===== src/rtl/ov7670_config_sequencer_if.sv =====
// ROM fetch bus and SCCB write-command handshake between the config sequencer
// and its neighbours.
interface ov7670_config_sequencer_if;
    logic [7:0]  rom_addr;
    logic [15:0] rom_data;
    logic        sccb_valid;
    logic        sccb_ready;
    logic [7:0]  sccb_reg;
    logic [7:0]  sccb_dat;
    logic        sccb_done;
    logic        sccb_err;

    modport master (
        output rom_addr,
        input  rom_data,
        output sccb_valid,
        input  sccb_ready,
        output sccb_reg,
        output sccb_dat,
        input  sccb_done,
        input  sccb_err
    );

    modport slave (
        input  rom_addr,
        output rom_data,
        input  sccb_valid,
        output sccb_ready,
        input  sccb_reg,
        input  sccb_dat,
        output sccb_done,
        output sccb_err
    );
endinterface


===== src/rtl/ov7670_config_sequencer.sv =====
// Walks the OV7670 config ROM and turns each entry into an SCCB write, a delay or the end.
// Optional macro CFG_RETRY_EN: re-issue a NACKed write up to MAX_RETRY times before giving up.
//
// state     | meaning
// IDLE      | waiting for start (or the automatic start after reset)
// FETCH     | ROM address presented, covering the ROM read latency
// DECODE    | classify rom_data: write, delay marker or end marker
// ISSUE     | sccb_valid held until the SCCB master accepts
// WAIT_DONE | command accepted, waiting for the transaction to finish
// GAP       | idle spacing after a completed write
// DELAY     | timed wait requested by a 0xFFF0 marker
// DONE      | sequence stopped; cfg_done reports success
module ov7670_config_sequencer #(
    parameter int CLK_FREQ_HZ = 100_000_000,
    parameter int DELAY_MS    = 10,
    parameter int GAP_CYCLES  = 1000,
    parameter int AUTO_START  = 1,
    parameter int MAX_RETRY   = 3
) (
    input  logic                             clk,
    input  logic                             rst_n,
    input  logic                             start,
    ov7670_config_sequencer_if.master        bus,
    output logic                             busy,
    output logic                             cfg_done,
    output logic                             cfg_error
);

    localparam logic [31:0] DELAY_LOAD = 32'(CLK_FREQ_HZ / 1000 * DELAY_MS - 1);
    localparam logic [31:0] GAP_LOAD   = 32'(GAP_CYCLES - 1);
    localparam logic [15:0] MARK_END   = 16'hFFFF;
    localparam logic [15:0] MARK_DELAY = 16'hFFF0;

    if (GAP_CYCLES < 1 || MAX_RETRY < 0) begin : g_bad_param
        $error("ov7670_config_sequencer: GAP_CYCLES must be >= 1 and MAX_RETRY >= 0");
    end

    typedef enum logic [2:0] {
        IDLE, FETCH, DECODE, ISSUE, WAIT_DONE, GAP, DELAY, DONE
    } state_t;

    state_t      state;
    logic [31:0] cnt;
    logic        auto_pend;

`ifdef CFG_RETRY_EN
    localparam int RW = (MAX_RETRY > 0) ? $clog2(MAX_RETRY + 1) : 1;
    logic [RW-1:0] retry_cnt;
    logic          retry_pend;
`endif

    always_ff @(posedge clk or negedge rst_n) begin
        if (!rst_n) begin
            state          <= IDLE;
            cnt            <= '0;
            auto_pend      <= (AUTO_START != 0);
            bus.rom_addr   <= '0;
            bus.sccb_valid <= 1'b0;
            bus.sccb_reg   <= '0;
            bus.sccb_dat   <= '0;
            busy           <= 1'b0;
            cfg_done       <= 1'b0;
            cfg_error      <= 1'b0;
`ifdef CFG_RETRY_EN
            retry_cnt      <= '0;
            retry_pend     <= 1'b0;
`endif
        end else begin
            case (state)
                // auto_pend can only be set in IDLE, so DONE reacts to start alone
                IDLE, DONE: begin
                    if (start || auto_pend) begin
                        auto_pend    <= 1'b0;
                        bus.rom_addr <= '0;
                        busy         <= 1'b1;
                        cfg_done     <= 1'b0;
                        cfg_error    <= 1'b0;
`ifdef CFG_RETRY_EN
                        retry_cnt    <= '0;
                        retry_pend   <= 1'b0;
`endif
                        state        <= FETCH;
                    end
                end

                FETCH: state <= DECODE;

                DECODE: begin
                    if (bus.rom_data == MARK_END) begin
                        busy     <= 1'b0;
                        cfg_done <= 1'b1;
                        state    <= DONE;
                    end else if (bus.rom_data == MARK_DELAY) begin
                        cnt   <= DELAY_LOAD;
                        state <= DELAY;
                    end else begin
                        bus.sccb_reg   <= bus.rom_data[15:8];
                        bus.sccb_dat   <= bus.rom_data[7:0];
                        bus.sccb_valid <= 1'b1;
                        state          <= ISSUE;
                    end
                end

                ISSUE: begin
                    if (bus.sccb_ready) begin
                        bus.sccb_valid <= 1'b0;
                        state          <= WAIT_DONE;
                    end
                end

                WAIT_DONE: begin
                    if (bus.sccb_done) begin
                        cnt   <= GAP_LOAD;
                        state <= GAP;
`ifdef CFG_RETRY_EN
                        if (bus.sccb_err) begin
                            if (retry_cnt == RW'(MAX_RETRY)) begin
                                cfg_error <= 1'b1;
                                busy      <= 1'b0;
                                state     <= DONE;
                            end else begin
                                retry_cnt  <= retry_cnt + 1'b1;
                                retry_pend <= 1'b1;
                            end
                        end else begin
                            retry_cnt <= '0;
                        end
`else
                        if (bus.sccb_err)
                            cfg_error <= 1'b1;
`endif
                    end
                end

                // shared terminal-count handling; address 255 is the last entry, never wrapped
                GAP, DELAY: begin
                    if (cnt == '0) begin
`ifdef CFG_RETRY_EN
                        if (retry_pend) begin
                            retry_pend <= 1'b0;
                            state      <= FETCH;
                        end else
`endif
                        if (bus.rom_addr == 8'hFF) begin
                            busy     <= 1'b0;
                            cfg_done <= 1'b1;
                            state    <= DONE;
                        end else begin
                            bus.rom_addr <= bus.rom_addr + 8'd1;
                            state        <= FETCH;
                        end
                    end else begin
                        cnt <= cnt - 32'd1;
                    end
                end

                default: state <= IDLE;
            endcase
        end
    end

endmodule


===== src/flat_wrapper.sv =====
// flat-port wrapper written by rule: the top's interface ports become plain ports
module ov7670_config_sequencer_flat 
#(
    parameter int CLK_FREQ_HZ = 100_000_000,
    parameter int DELAY_MS    = 10,
    parameter int GAP_CYCLES  = 1000,
    parameter int AUTO_START  = 1,
    parameter int MAX_RETRY   = 3
)
  (clk, rst_n, start, busy, cfg_done, cfg_error, bus_rom_addr, bus_rom_data, bus_sccb_valid, bus_sccb_ready, bus_sccb_reg, bus_sccb_dat, bus_sccb_done, bus_sccb_err);
  ov7670_config_sequencer_if bus_i ();
  input  logic clk;
  input  logic rst_n;
  input  logic start;
  output logic busy;
  output logic cfg_done;
  output logic cfg_error;
  output wire logic [$bits(bus_i.rom_addr)-1:0] bus_rom_addr;
  input wire logic [$bits(bus_i.rom_data)-1:0] bus_rom_data;
  output wire logic [$bits(bus_i.sccb_valid)-1:0] bus_sccb_valid;
  input wire logic [$bits(bus_i.sccb_ready)-1:0] bus_sccb_ready;
  output wire logic [$bits(bus_i.sccb_reg)-1:0] bus_sccb_reg;
  output wire logic [$bits(bus_i.sccb_dat)-1:0] bus_sccb_dat;
  input wire logic [$bits(bus_i.sccb_done)-1:0] bus_sccb_done;
  input wire logic [$bits(bus_i.sccb_err)-1:0] bus_sccb_err;
  assign bus_rom_addr = bus_i.rom_addr;
  assign bus_i.rom_data = bus_rom_data;
  assign bus_sccb_valid = bus_i.sccb_valid;
  assign bus_i.sccb_ready = bus_sccb_ready;
  assign bus_sccb_reg = bus_i.sccb_reg;
  assign bus_sccb_dat = bus_i.sccb_dat;
  assign bus_i.sccb_done = bus_sccb_done;
  assign bus_i.sccb_err = bus_sccb_err;
  ov7670_config_sequencer #(.CLK_FREQ_HZ(CLK_FREQ_HZ), .DELAY_MS(DELAY_MS), .GAP_CYCLES(GAP_CYCLES), .AUTO_START(AUTO_START), .MAX_RETRY(MAX_RETRY)) u_core (.clk(clk), .rst_n(rst_n), .start(start), .bus(bus_i), .busy(busy), .cfg_done(cfg_done), .cfg_error(cfg_error));
endmodule

===== config.mk =====
export PLATFORM = sky130hd
export DESIGN_NAME = ov7670_config_sequencer_flat
export DESIGN_NICKNAME = d
export VERILOG_FILES = /design/src/rtl/ov7670_config_sequencer_if.sv /design/src/rtl/ov7670_config_sequencer.sv /design/src/flat_wrapper.sv
export SDC_FILE = /design/constraint.sdc
export NUM_CORES = 1
export LEC_CHECK = 0
export CORE_MARGIN = 1.5
export CORE_UTILIZATION = 59
export CTS_CLUSTER_SIZE = 10
export DETAILED_ROUTE_END_ITERATION = 6
export PLACE_DENSITY = 0.83
export SETUP_SLACK_MARGIN = 0.2
export SKIP_LAST_GASP = 1
export SLEW_MARGIN = 25
export SYNTH_ARGS = -nofsm -noshare
export SYNTH_HDL_FRONTEND = slang
export SYNTH_SLANG_ARGS = --single-unit

===== constraint.sdc =====
create_clock -name clk -period 6.65 [get_ports clk]
set_input_delay 0.9975 -clock clk [delete_from_list [all_inputs] [get_ports clk]]
set_output_delay 0.9975 -clock clk [all_outputs]
set_load 0.005 [all_outputs]

==> metrics.sh, run 1 <==
OUTCOME='finished clean'
LEAKAGE_uW=0.001666
FINAL_LAYOUT_SIZE_SUFFIX_GT1_SHARE_PCT=10.98
NUM-NETS-FINAL=447
SEQUENTIAL_CELL_AREA_MM2=0.001603
PLACE_AREA_MM2=0.004104
SYNTHTOLAYOUTAREAGROWTH_PCT=20.34
TRITONCTS='built'
SYNTH.DISTINCT_CELLS=60
ANTENNA_FOUND_INITIAL=0
SYN_INST=380
GLOBAL_ROUTE.OVERFLOW_TOTAL=0
POSTROUTEWIRELENGTH_UM=9428
POSTLAYOUTCELLAREA_MM2=0.004300
PIN_COUNT=50
CTS_MAX_LEVEL=3
MAXIMUM_NUMBER_OF_PINS_ON_ONE_NET_BEFORE_GLOBAL_ROUTE_REPAIR=65
LARGEST_REG_FLOPS=32
CORE_REGION_MM2=0.005886
NETLIST_TOP_CELLS_AREA='dfrtp_1 44%, mux2_2 5.0%, o21ai_0 4.3%'
SLEW_VIOLS_FINAL=0
MAPPEDNETLISTAREA_MM2=0.003573
DETAILROUTE.VIA_COUNT=3436
POST-DP-HPWL_UM=6303
YOSYS_REGISTER_BITS=64
POST_CTS_RESIZE_COUNT=0
WORST_SETUP_PATH_START_KIND='flip-flop'
CTSROOTBUFFERMASTER='clkbuf_8'
POSTLAYOUTCOREUTIL_PCT=73.07
INITIAL_UTILIZATION_PCT=60.71
FLOORPLAN.DIE.WIDTH_UM=80.83
HOLD_VIOL=0
CTS_MAX_PATH_BUFS=2
DRTITER0DRC=480
WEIGHTED_CONGESTION_AT_THE_END_OF_ROUTABILITY_DRIVEN_GLOBAL_PLACEMENT=0.8368
R2R_CELLS=6
CP.REQUIRED_NS=6.89
SETUP_SKEW_NS=0.01259
FINALSETUPTNS_NS=0
AREA_OF_COMBINATIONAL_CELLS_WITH_MULTIPLE_INPUTS_MM2=0.001851
POST-SYNTH-TOP-AREA-FRACTION_PCT=44.12
POST-ROUTE-PERIOD-UTIL_PCT=52.19
WORSTHOLDPATHTYPE='flip-flop to flip-flop'
REPORT.POWER.TOTAL_uW=1863
ASYNC_FLOP_SHARE_PCT=100.0
TIMING.FMAX_GHz=0.2881
FINAL_ANTENNA_NET_COUNT=0
GRT_PASS1_WL_UM=16100
ROWS=28
VIAS_PER_CELL=6.831
MAXCAPVIOLCOUNT=0
TIMING.HOLD.WORST_PATH_DEPTH=1
DRC=0
PLACEMENT.IO_BUFFERS=49
CTS_HOLD_REPAIR.BUFFERS=0
SYNTH_EDF_COUNT=0
YOSYSTOPAREACELL='dfrtp_1'
SYNTH-MAIN-FF-CELL='dfrtp_1'
MAX_SLEW_MARGIN_PCT=33.41
GRT_SETUP_UNREPAIRED='false'
FINALCRITICALPERIOD_NS=3.471
CLKLATENCYLATEPIN_NS=0.36
CP.ARRIVAL_NS=3.71
DRT-WIRELENGTH-PER-CELL_UM=18.74
SYN_AVG_CELL_AREA_UM2=9.404
SHARE_OF_THE_YOSYS_CHIP_AREA_BELONGING_TO_REGISTERS_PCT=44.85
CTS_POST_SETUP_BUFFERS_INSERTED=0
FIRST_GLOBAL_VIAS=3264
DESIGN.DIE.AREA_MM2=0.006533
MAPPEDNETLISTNETS=404
MAX_SLEW.WORST_PIN.SLEW_NS=0.9965
CTS.SINK_COUNT=64
NUM_ANTENNA_CELLS=0
CTS_INSERTED_BUFFERS=9
CRITICAL_PATH_FANOUTS_MAX=15
YS.WARNINGS.COUNT=0
WORST_PATH_CLK_SLEW_NS=0.08
SETUP_FAILING_EPS_FINAL=0
GRT_UTIL_ALL_LAYERS_PCT=32.06
LARGEST_REG_BY_FF_COUNT='u_core.cnt'
WORST_SETUP_PATH_CLASS='flip-flop to flip-flop'
CHIPHEIGHT_UM=80.83
CRITICAL_PATH.ENDPOINT_TYPE='flip-flop'
NUMBER_OF_ITERATIONS_IN_THE_FIRST_DETAILED_ROUTING_PASS=5
FILLER_CELL_COUNT=447
IR_WORST_VDD_mV=0.2871
P_PER_CELL_AREA_mW_PER_MM2=433.2
-- kinds of logic after synthesis --
group           share of synthesized area, %
xor+xnor                              0.2451
fa+ha+maj                             0.9803
buf+inv                                3.676
compound gates                         24.65
simple gates                           19.99
flops                                  44.85
mux                                    5.602
-- through the flow --
step	instances	hold WS [ns]	setup slack (ns)
after CTS	503	0.4925	3.220
after floorplan	380	0.4459	3.927
after detailed placement	487	0.4823	3.160
after global routing	503	0.5258	2.938
after global placement	487	0.4728	3.283
final	503	0.5011	3.179
-- cells in the mapped netlist, drive strengths merged, types with 3 or more instances --
cell	instances
o21ai	32
a41oi	7
dfrtp	63
mux2	16
a21oi	20
o41ai	5
a211oi	3
o211ai	3
and3	7
nand4	11
o21a	3
nor3	14
nand2b	4
a31oi	22
nor4	12
nor2	28
inv	9
o22a	3
clkbuf	16
buf	5
nand2	20
or4	6
o31ai	17
nand3	11
or3	6
-- cells in the final DEF, fill, tap and decap left out, drive strengths merged, types with 4 or more instances in the layout --
cell type,n
or4,6
or3,6
nand2,20
nand3,11
nand2b,4
clkinv,6
inv,9
o41ai,5
a31oi,22
a41oi,7
and3,7
clkdlybuf4s50,48
dfrtp,63
a21oi,20
nor4,12
o21ai,32
nor3,14
mux2,16
nor2,28
buf,5
nand4,11
o31ai,17
clkbuf,9
-- where the power goes --
| group | switching, uW | internal (uW) |
|---|---|---|
| sequential | 193 | 550 |
| clock | 169 | 173 |
| combinational | 401 | 376 |
-- area by class of cell --
| cell class | count | share of cell area (%) |
|---|---|---|
| clock inverter | 7 | 1.688 |
| inverter | 11 | 0.9601 |
| timing repair buffer | 53 | 11.99 |
| clock buffer | 9 | 2.880 |
| tap | 75 | 2.182 |
| sequential | 64 | 37.27 |
| multi-input combinational | 284 | 43.03 |
-- worst max-delay path, cell delays in order (launching register included) --
cell and delay, ns:
dfrtp_1 0.44, or4_1 0.68, or4_4 0.61, nor4_4 0.66, buf_4 0.35, nor2_1 0.19
o41ai_1 0.42
-- routing by layer --
| layer | up-vias | share of wire [%] | GRT usage, % |
|---|---|---|---|
| met5 | - | 0 | 0 |
| met3 | 22 | 8.7 | 8.090 |
| li1 | 1579 | - | - |
| met1 | 1647 | 42 | 44.08 |
| met4 | 0 | 1.9 | 13.97 |
| met2 | 188 | 47 | 47.92 |
-- path summary, 6_finish.rpt --
kind | end | slack (ns) | startpoint
worst max-delay path | u_core.state[0] | 3.18 | u_core.cnt[24]
worst min-delay path | u_core.auto_pend | 0.50 | u_core.auto_pend
worst max register to register | u_core.state[0] | 3.18 | u_core.cnt[24]
worst min register to register | u_core.auto_pend | 0.50 | u_core.auto_pend
max in group asynchronous | u_core.cnt[12] | 5.31 | rst_n
min in group asynchronous | u_core.bus.rom_addr[0] | 0.80 | rst_n
No activity file was read; power rests on OpenSTA's default activity.
==> run 2: changes to the inputs <==
--- a/config.mk
+++ b/config.mk
@@ -6,10 +6,10 @@
 export NUM_CORES = 1
 export LEC_CHECK = 0
 export CORE_MARGIN = 1.5
-export CORE_UTILIZATION = 59
+export CORE_UTILIZATION = 50
 export CTS_CLUSTER_SIZE = 10
 export DETAILED_ROUTE_END_ITERATION = 6
-export PLACE_DENSITY = 0.83
+export PLACE_DENSITY = 0.75
 export SETUP_SLACK_MARGIN = 0.2
 export SKIP_LAST_GASP = 1
 export SLEW_MARGIN = 25
==> constraint.sdc (replaced) <==
create_clock -name clk -period 3.1 [get_ports clk]
set_input_delay 0.465 -clock clk [delete_from_list [all_inputs] [get_ports clk]]
set_output_delay 0.465 -clock clk [all_outputs]
set_load 0.005 [all_outputs]
==> metrics.sh, run 2 (synthesized netlist as in run 1, its figures left out) <==
GRT_SETUP_UNREPAIRED='false'
CTS_INSERTED_BUFFERS=9  # unchanged
WORST_SETUP_PATH_START_KIND='flip-flop'
ROWS=30  # +7.1%
FINALCRITICALPERIOD_NS=2.755  # -0.7153 ns
REGTOREGSETUPSLACK_NS=0.34  # -2.83 ns
LAYOUT_COMMONEST_CELL='dfrtp_1'
PIN_COUNT=50  # unchanged
WEIGHTED_CONGESTION_AT_THE_END_OF_ROUTABILITY_DRIVEN_GLOBAL_PLACEMENT=0.9350  # +12%
CTS_MAX_LEVEL=3  # unchanged
DRC=0  # unchanged
SLEW_VIOLS_FINAL=0  # unchanged
VIAS_PER_CELL=6.520  # -4.6%
PLACEMENT.IO_BUFFERS=49  # unchanged
FINALSETUPTNS_NS=0  # unchanged
FINAL_LAYOUT_SIZE_SUFFIX_GT1_SHARE_PCT=13.61  # +2.6 points
LARGEST_REG_FLOPS=32  # unchanged
POSTROUTEWIRELENGTH_UM=9602  # +1.8%
CORE_REGION_MM2=0.006869  # +17%
POST-DP-HPWL_UM=6675  # +5.9%
SETUP_FAILING_EPS_FINAL=0  # unchanged
WORSTHOLDPATHTYPE='input pin to async pin'
MOSTFREQUENTLAYOUTCELLS='63 x dfrtp_1, 48 x clkdlybuf4s50_1, 31 x o21ai_0'
CTS_POST_SETUP_BUFFERS_INSERTED=0  # unchanged
PATH_CELLS='or4_1 > or4_4 > or4_4 > or3_1 > a21oi_1'
DRT-WIRELENGTH-PER-CELL_UM=17.88  # -4.6%
GLOBAL_ROUTE.OVERFLOW_TOTAL=0  # unchanged
NUMBER_OF_ITERATIONS_IN_THE_FIRST_DETAILED_ROUTING_PASS=5  # unchanged
ANTENNA_FOUND_INITIAL=0  # unchanged
MAXIMUM_NUMBER_OF_PINS_ON_ONE_NET_BEFORE_GLOBAL_ROUTE_REPAIR=34  # -48%
IR_WORST_VDD_mV=0.5652  # +97%
OUTCOME='finished clean'
FIRST_GLOBAL_VIAS=3405  # +4.3%
TIMING.FMAX_GHz=0.3629  # +26%
GRT_UTIL_MET2_PCT=42.24  # -5.7 points
LEAKAGE_uW=0.001752  # +5.2%
CTSROOTBUFFERMASTER='clkbuf_8'
CP.ARRIVAL_NS=3.02  # -0.69 ns
HOLD_VIOL=0  # unchanged
CRITICAL_PATH_FANOUTS_MAX=22  # +7
GRTUSAGEMET1_PCT=35.13  # -8.9 points
CRIT_PATH_SLOWEST_CELL='or4_4'
INITIAL_UTILIZATION_PCT=52.02  # -8.7 points
MAXCAPVIOLCOUNT=0  # unchanged
FLOORPLAN.DIE.WIDTH_UM=87.54  # +8.3%
SETUP_SKEW_NS=0.006713  # -0.005879 ns
POST-ROUTE-PERIOD-UTIL_PCT=88.89  # +37 points
WORST_PATH_CLK_SLEW_NS=0.07  # about the same
STDCELL_COUNT=537  # +6.8%
SYNTHTOLAYOUTAREAGROWTH_PCT=24.61
CP.REQUIRED_NS=3.37  # -3.52 ns
CRITICAL_PATH.ENDPOINT_TYPE='flip-flop'
NUM_ANTENNA_CELLS=0  # unchanged
GRT_PASS1_WL_UM=15900  # -1.2%
MAX_SLEW.WORST_PIN.SLEW_NS=0.8115  # -0.1849 ns
GRT_USE_MET3_PCT=5.561  # -2.5 points
DRTITER0DRC=335  # -30%
GRT_MOST_USED_LAYER='met2'
P_PER_CELL_AREA_mW_PER_MM2=924.6  # +110%
MOST_FREQUENT_CELL_ON_CRITICAL_PATH='or4_4'
CTS.SINK_COUNT=64  # unchanged
POST_CTS_RESIZE_COUNT=0  # unchanged
GRT_UTIL_ALL_LAYERS_PCT=26.75  # -5.3 points
NUM-NETS-FINAL=461  # +3.1%
TRITONCTS='built'
FINAL_ANTENNA_NET_COUNT=0  # unchanged
CRITPATHMAXSTAGEDELAY_NS=0.60  # -0.08 ns
DETAILROUTE.VIA_COUNT=3501  # +1.9%
CHIPHEIGHT_UM=87.54  # +8.3%
MAX_SLEW_MARGIN_PCT=45.40  # +12 points
PLACED_CELLS_INCL_TAPS=522  # +7.2%
CTS_HOLD_REPAIR.BUFFERS=0  # unchanged
CLKLATENCYLATEPIN_NS=0.34  # -0.02 ns
DESIGN.DIE.AREA_MM2=0.007663  # +17%
LARGEST_REG_BY_FF_COUNT='u_core.cnt'
CTS_MAX_PATH_BUFS=2  # unchanged
WORST_SETUP_PATH_CLASS='flip-flop to flip-flop'
-- run 2: critical path: cells and delay by family (launching register included) --
family	cells	cell delay, ns
simple gates	4	2.11
flops	1	0.41
compound gates	1	0.14
-- run 2: metrics by stage --
stage               instance area (um2)  worst slack (ns)  total power [uW]  hold slack [ns]  util, %
floorplan                          3573            0.3867              2571           0.1694        -
CTS                                4449            0.2742              4108           0.2236    64.77
global placement                   4229            0.3100              3235           0.4720    61.57
detailed placement                 4229            0.2821              3291           0.4781    61.57
finish                             4453            0.3445              4117           0.2061    64.83
global route                       4453            0.2330              4403           0.2585    64.83
-- run 2: path summary, 6_finish.rpt --
kind / startpoint / endpoint / cells after the start
setup / recovery: u_core.cnt[24] / u_core.bus.rom_addr[7] / 5
hold / removal: rst_n / u_core.cnt[6] / 1
setup reg to reg: u_core.cnt[24] / u_core.bus.rom_addr[7] / 5
hold reg to reg: u_core.cfg_done / u_core.cfg_done / 2
max in group asynchronous: rst_n / u_core.auto_pend / 2
min in group clk: u_core.cfg_done / u_core.cfg_done / 2
-- run 2: per-layer routing --
metal  routed length, um  share of wire, %
met1                4087                43
met2                4597                48
met3                 689               7.2
met4                 227               2.4
met5                   0                 0
-- run 2: power breakdown --
part | switching, uW | total (uW) | internal [uW]
registers | 397 | 1580 | 1180
logic | 876 | 1730 | 858
clock network | 314 | 805 | 491
total | 1590 | 4120 | 2530
-- run 2: final cells by class --
class                      count  area [um2]
clock inverter                 3       65.06
tap                           96       120.1
sequential                    64        1603
clock buffer                  12       155.1
multi-input combinational    284        1848
timing repair buffer          67       620.6
inverter                      11       41.29
fill                         574        2416
==> run 3: changes to the inputs <==
--- a/config.mk
+++ b/config.mk
@@ -9,6 +9,7 @@
 export CORE_UTILIZATION = 50
 export CTS_CLUSTER_SIZE = 10
 export DETAILED_ROUTE_END_ITERATION = 6
+export GPL_TIMING_DRIVEN = 0
 export PLACE_DENSITY = 0.75
 export SETUP_SLACK_MARGIN = 0.2
 export SKIP_LAST_GASP = 1
==> metrics.sh, run 3 (synthesized netlist as in run 1, its figures left out) <==
OUTCOME='finished clean'
CHIPHEIGHT_UM=87.54  # unchanged
GRTUSAGEMET1_PCT=37.09  # +2.0 points
NUMBER_OF_ITERATIONS_IN_THE_FIRST_DETAILED_ROUTING_PASS=6  # +1
REGTOREGSETUPSLACK_NS=0.26  # -0.08 ns
MAX_SLEW_MARGIN_PCT=37.75  # -7.7 points
WORSTHOLDPATHTYPE='flip-flop to flip-flop'
REPORT.POWER.TOTAL_uW=4104  # -0.32%
GRT_USE_MET3_PCT=6.126  # +0.57 points
GRT_UTIL_ALL_LAYERS_PCT=28.48  # +1.7 points
P_PER_CELL_AREA_mW_PER_MM2=912.5  # -1.3%
CTS_INSERTED_BUFFERS=9  # unchanged
CTS_MAX_LEVEL=3  # unchanged
HOLD_VIOL=0  # unchanged
IR_WORST_VDD_mV=0.5004  # -11%
HOLDCRITSTARTPOINT='u_core.cfg_done'
DRT-WIRELENGTH-PER-CELL_UM=18.92  # +5.8%
POSTLAYOUTCOREUTIL_PCT=65.48  # +0.66 points
HOLDPATHEND='u_core.cfg_done'
GRT_SETUP_UNREPAIRED='false'
CORE_REGION_MM2=0.006869  # unchanged
INITIAL_UTILIZATION_PCT=52.02  # unchanged
GRT_UTIL_MET2_PCT=43.08  # +0.84 points
FINAL.HOLD.WORST_SLACK_NS=0.4851  # +0.2791 ns
FILLER_CELL_COUNT=578  # +0.70%
NUM_ANTENNA_CELLS=0  # unchanged
DRTITER0DRC=500  # +49%
MAX_SLEW.WORST_PIN.SLEW_NS=0.9266  # +0.1151 ns
CRIT_PATH_SLOWEST_CELL='nor3_1'
R2R_ENDPOINT='u_core.cnt[24]'
SYNTHTOLAYOUTAREAGROWTH_PCT=25.88
LEAKAGE_uW=0.001755  # +0.16%
PATH_CELLS='inv_1 > ha_1 > or4b_2 > nor3_1 > a31oi_1 > o31ai_1 > o41ai_1'
WORST_SETUP_PATH_START_KIND='flip-flop'
CRITPATHBUFINV=1  # +1
MOSTFREQUENTLAYOUTCELLS='63 x dfrtp_1, 48 x clkdlybuf4s50_1, 31 x o21ai_0'
CRITICAL_PATH.ENDPOINT_TYPE='flip-flop'
PIN_COUNT=50  # unchanged
CRITICAL_PATH_FANOUTS_MAX=6  # -73%
DESIGN.DIE.AREA_MM2=0.007663  # unchanged
WORST_R2R_STARTPOINT='u_core.cnt[0]'
PLACEMENT.IO_BUFFERS=49  # unchanged
FLOORPLAN.DIE.WIDTH_UM=87.54  # unchanged
CRITPATHMAXSTAGEDELAY_NS=0.70  # +0.10 ns
TIMING.HOLD.WORST_PATH_DEPTH=2
POST-ROUTE-PERIOD-UTIL_PCT=91.58  # +2.7 points
CP.REQUIRED_NS=3.32  # -0.05 ns
CP.ARRIVAL_NS=3.06  # +0.04 ns
WEIGHTED_CONGESTION_AT_THE_END_OF_ROUTABILITY_DRIVEN_GLOBAL_PLACEMENT=0.9373  # +0.25%
R2R_CELLS=7  # +2
FIRST_GLOBAL_VIAS=3466  # +1.8%
TIMING.FMAX_GHz=0.3522  # -2.9%
ROWS=30  # unchanged
SETUP_SKEW_NS=0.008938  # +0.002225 ns
NUM-NETS-FINAL=473  # +2.6%
ANTENNA_FOUND_INITIAL=0  # unchanged
GRT_PASS1_WL_UM=16680  # +4.9%
WORST_SETUP_PATH_CLASS='flip-flop to flip-flop'
MAXCAPVIOLCOUNT=0  # unchanged
TRITONCTS='built'
FINAL_ANTENNA_NET_COUNT=0  # unchanged
GRT_MOST_USED_LAYER='met2'
LAYOUT_COMMONEST_CELL='dfrtp_1'
POSTROUTEWIRELENGTH_UM=10390  # +8.2%
MAXIMUM_NUMBER_OF_PINS_ON_ONE_NET_BEFORE_GLOBAL_ROUTE_REPAIR=50  # +47%
DETAILROUTE.VIA_COUNT=3607  # +3.0%
GLOBAL_ROUTE.OVERFLOW_TOTAL=0  # unchanged
PRE_CTS_WS_NS=-0.4810  # -0.7631 ns
VIAS_PER_CELL=6.570  # +0.78%
POST-DP-HPWL_UM=7128  # +6.8%
DRC=0  # unchanged
FINALCRITICALPERIOD_NS=2.839  # +0.08366 ns
LARGEST_REG_FLOPS=32  # unchanged
CTSROOTBUFFERMASTER='clkbuf_8'
SETUP_FAILING_EPS_FINAL=0  # unchanged
WORST_PATH_CLK_SLEW_NS=0.07  # about the same
FINAL_LAYOUT_SIZE_SUFFIX_GT1_SHARE_PCT=12.36  # -1.2 points
CELL_COUNT_ALONG_THE_CRITICAL_PATH=7  # +2
CLKLATENCYLATEPIN_NS=0.35  # about the same
LARGEST_REG_BY_FF_COUNT='u_core.cnt'
CP_TOP_FAMILY='simple AND/OR/NAND/NOR gates'
SLEW_VIOLS_FINAL=0  # unchanged
CTS.SINK_COUNT=64  # unchanged
SETUP_SLACK_NS=0.2609  # -0.08366 ns
CTS_MAX_PATH_BUFS=2  # unchanged
## run 3: area by class of cell
cell class	count	area, um2	share of cell area (%)
multi-input cells	284	1857	41.28
flip-flops and latches	64	1603	35.63
repair buffers	58	578.1	12.85
clock buffers	12	165.2	3.672
well taps	96	120.1	2.670
plain buffers	21	93.84	2.086
inverters	11	41.29	0.9179
clock inverters	3	40.04	0.8901
## run 3: what timing repair did
| item | CTS | global route |
|---|---|---|
| gates resized for setup | 3 | 3 |
| endpoints found under the hold margin | 15 | 0 |
| hold buffers | 1 | 0 |
| endpoints found under the setup margin | 45 | 25 |
| buffers inserted | 3 | 4 |
| pin swaps | 2 | 2 |
## run 3: power breakdown
part / switching [uW] / total (uW) / internal [uW]
combinational: 951 / 1800 / 846
sequential: 371 / 1550 / 1180
clock: 324 / 754 / 430
total: 1650 / 4100 / 2460
## run 3: layer usage
| metal | share of wire, % | vias up |
|---|---|---|
| met2 | 45 | 211 |
| met5 | 0 | - |
| met3 | 9.3 | 41 |
| li1 | - | 1629 |
| met1 | 42 | 1726 |
| met4 | 3.5 | 0 |
## run 3: through the flow
stage	setup TNS [ns]	cell area (um2)	instances
2_1_floorplan	0	3573	380
3_3_place_gp	-50.22	4184	525
3_5_place_dp	-14.38	4209	526
4_1_cts	0	4463	545
5_1_grt	0	4498	549
6_report	0	4498	549
## run 3: worst max path at each step
| stage | from | endpoint | slack (ns) |
|---|---|---|---|
| 6_report | u_core.cnt[0] | u_core.cnt[24] | 0.26 |
| 3_3_place_gp | rst_n | u_core.cfg_done | -0.57 |
| 3_5_place_dp | u_core.cnt[0] | u_core.state[0] | -0.48 |
| 4_1_cts | u_core.cnt[24] | u_core.bus.rom_addr[5] | 0.20 |
| 5_1_grt | u_core.state[1] | u_core.bus.sccb_reg[7] | 0.21 |
| 2_1_floorplan | u_core.cnt[24] | u_core.bus.rom_addr[5] | 0.39 |
## run 3: tightest hold or removal path, cell delays in order (launching register included)
cell     delay (ns)
dfrtp_1        0.34
nand2_1        0.04
o21ai_0        0.07
==> variant 1: new RTL, settings of run 2 <==
`AUTO_START` is set to 1 in 2 places; all go to 0.
--- a/src/rtl/ov7670_config_sequencer.sv
+++ b/src/rtl/ov7670_config_sequencer.sv
@@ -15,5 +15,5 @@
     parameter int DELAY_MS    = 10,
     parameter int GAP_CYCLES  = 1000,
-    parameter int AUTO_START  = 1,
+    parameter int AUTO_START  = 0,
     parameter int MAX_RETRY   = 3
 ) (
--- a/src/flat_wrapper.sv
+++ b/src/flat_wrapper.sv
@@ -5,5 +5,5 @@
     parameter int DELAY_MS    = 10,
     parameter int GAP_CYCLES  = 1000,
-    parameter int AUTO_START  = 1,
+    parameter int AUTO_START  = 0,
     parameter int MAX_RETRY   = 3
 )
Formal check against the unedited RTL: not equivalent (Yosys sat finds a counterexample within 4 cycles, from zero or initial values and one cycle with rst_n low).
==> variant 1 against run 2 <==
  * Wire length shrank 9.4%
  * Sequential cell count shrank 1
  * Design area is 1.8% lower
  * Worst setup slack improved by 0.048 ns
  * Area after synthesis shrank 3.0%
  * First-iteration DRC count is 14% lower
  * Global-route usage down 1.7 points
  * Critical endpoint is now u_core.bus.rom_addr[4]
Power is not compared: it rests on default switching activity, and its combinational part moved more than twofold at a synthesized area within 25%.
==> variant 1: results <==
group,metric,value,unit
final_layout,multi_input_area_share,40.3,%
final_layout,layout.clock.cell_area_share,5.61,%
final_layout,layout.non_clock_buffers,66,
setup_path,r2r_start,"u_core.cnt[0]",
place,place.gp.congestion,0.815,
final_layout,clockBufferCount,10,
status,run_status,"finished, final reports clean",
grt,grt_max_degree,33,
sta,timing.clock.skew,0.00841,ns
grt,grt_pass1_wl,14600,µm
setup_path,critPathMaxFanout,30,
setup_path,slowest_stage,"sky130_fd_sc_hd__or3b_4",
drt,post_drt_wl_per_cell,16.9,µm
setup_path,cp.arrival,2.95,ns
final_layout,fin_area,0.00437,mm²
final_layout,multiInputCombCellCount,281,
setup_path,critPathCapture,"u_core.bus.rom_addr[4]",
place,post-dp-hpwl,5910,µm
final_layout,non_clock_inverter_count,10,
final_layout,nNetsFinal,455,
clock_network,clock_sink_count,63,
drt,avgViaCountPerCell,6.23,
place,place_inst,498,
synthesis,synth.lib_cells_used.distinct,51,
sta,hold_ws,0.187,ns
place,setup_slack_at_placement,0.225,ns
[variant 1: cell families (layout without fill, tap and decap cells)]
group,Yosys count,count (layout),share of synthesized area [%]
and+or+nand+nor,144,144,21.5
AOI/OAI and AO/OA,113,113,21.3
DFF,63,63,45.5
buffers and inverters,30,92,4.15
muxes,19,19,6.07
xor gates and xnor gates,3,3,0.759
adders and majority gates,2,2,0.722
[variant 1: critical path: cells and delay by family, from the launching register on]
| kind | cells | cell delay [ns] |
|---|---|---|
| simple gates | 4 | 1.27 |
| compound gates | 1 | 0.27 |
| flops | 1 | 0.41 |
| buf+inv | 3 | 0.46 |
| fa+ha+maj | 1 | 0.19 |
[variant 1: routing by layer]
layer / global-route usage [%] / share of wire, %
met1: 35.2 / 45
met2: 37.2 / 47
met3: 6.67 / 6.3
met4: 9.68 / 1.7
met5: 0 / 0
[variant 1: timing repair]
item,in CTS,in global routing
buffers inserted,0,2
hold endpoints to repair,0,0
endpoints found under the setup margin,0,30
gates resized for setup,0,2
==> variant 2: new RTL, settings of run 2 <==
Made on the original files. The 8 states of `state_t` get a one-hot encoding in 8 bits.
--- a/src/rtl/ov7670_config_sequencer.sv
+++ b/src/rtl/ov7670_config_sequencer.sv
@@ -36,6 +36,6 @@
     end
 
-    typedef enum logic [2:0] {
-        IDLE, FETCH, DECODE, ISSUE, WAIT_DONE, GAP, DELAY, DONE
+    typedef enum logic [7:0] {
+        IDLE = 8'b00000001, FETCH = 8'b00000010, DECODE = 8'b00000100, ISSUE = 8'b00001000, WAIT_DONE = 8'b00010000, GAP = 8'b00100000, DELAY = 8'b01000000, DONE = 8'b10000000
     } state_t;
 
Formal check against the unedited RTL: same outputs for any inputs over 10 cycles, from zero or initial values and one cycle with rst_n low; not proved beyond that.
==> variant 2 against run 2 <==
  * Power down 23%
  * Wire length down 10%
  * Design area down 0.51%
  * Area after synthesis down 0.39%
  * Largest power group is now registers
  * Clock skew up 0.0043 ns
  * Critical endpoint is now u_core.state[7]
  * Largest cell class unchanged
  * Worst setup slack better by 0.014 ns
  * Sequential cell count up 5
==> variant 2: results <==
group,metric,value,unit
status,run_status,"finished, final reports clean",
final_layout,fin_util,64.9,%
clock_network,cts_setup_buffers,1,
synthesis,synth.yosys.seq_area_share,48.6,%
setup_path,slowest_stage,"sky130_fd_sc_hd__or4_1",
synthesis,synth_commonest_cells,"sky130_fd_sc_hd__dfrtp_1, sky130_fd_sc_hd__o21ai_0, sky130_fd_sc_hd__a21oi_1",
clock_network,cts_repair_resize_count,3,
synthesis,syn_nets,393,
synthesis,synth.area.mux_share,5.66,%
final_layout,share_of_cells_above_drive_strength_1,15.4,%
place,dpl_cell_area,0.00421,mm²
place,place.gp.congestion,0.796,
grt,grt_max_degree,36,
pwr,power.static_leakage,1.76,nW
synthesis,synth_compound_gate_area_share,20.3,%
setup_path,cp.arrival,2.99,ns
final_layout,non_clock_inverter_count,8,
sta,timing.clock.skew,0.0110,ns
final_layout,filler_cell_count,591,
place,post-dp-hpwl,5980,µm
drt,detail_route.wirelength.met1,3840,µm
place,setup_slack_at_placement,0.161,ns
final_layout,design.seq.count,69,
place,place_inst,507,
final_layout,ff_latch_area,0.00173,mm²
grt,grt_util_met3,5.59,%
drt,route.met3.wl,461,µm
grt,grt_pass1_vias,3067,
grt,grt.met2_usage,39.2,%
synthesis,synth_xor_xnor_area_share,0.492,%
final_layout,layout.clock.cell_area_share,4.26,%
grt,grt.total_usage,24.6,%
setup_path,cpPeakStageDelay,0.67,ns
final_layout,nNetsFinal,447,
final_layout,non_clock_buffer_area_share,13.8,%
final_layout,layout.non_clock_buffers,61,
drt,wl_met2,4180,µm
synthesis,ys_top_cells_by_area,"sky130_fd_sc_hd__dfrtp_1, sky130_fd_sc_hd__o21ai_0, sky130_fd_sc_hd__mux2_2",
grt,grt.met1_usage,33.0,%
variant 2: cell count changes after synthesis, sizes merged, moves of 5 or more:
| cell | change |
|---|---|
| a31oi | -15 |
| or2 | +5 |
| nor2 | -5 |
| o21ai | +16 |
| a21oi | +9 |
| a41oi | -5 |
| o31ai | -9 |
| nand2 | +7 |
variant 2: final timing paths:
kind	slack [ns]	cells after the start	end	startpoint
worst min register to register	0.50	1	u_core.auto_pend	u_core.auto_pend
max in group asynchronous	2.19	2	u_core.state[0]	rst_n
worst max register to register	0.36	7	u_core.state[7]	u_core.state[1]
min in group clk	0.50	1	u_core.auto_pend	u_core.auto_pend
worst max-delay path	0.36	7	u_core.state[7]	u_core.state[1]
worst min-delay path	0.20	1	u_core.state[1]	rst_n
variant 2: where the power goes:
part | internal (mW) | switching [mW] | leakage [nW]
Sequential | 1.21 | 0.313 | 0.850
Combinational | 0.550 | 0.398 | 0.817
Clock | 0.355 | 0.347 | 0.0917
Total | 2.12 | 1.06 | 1.76
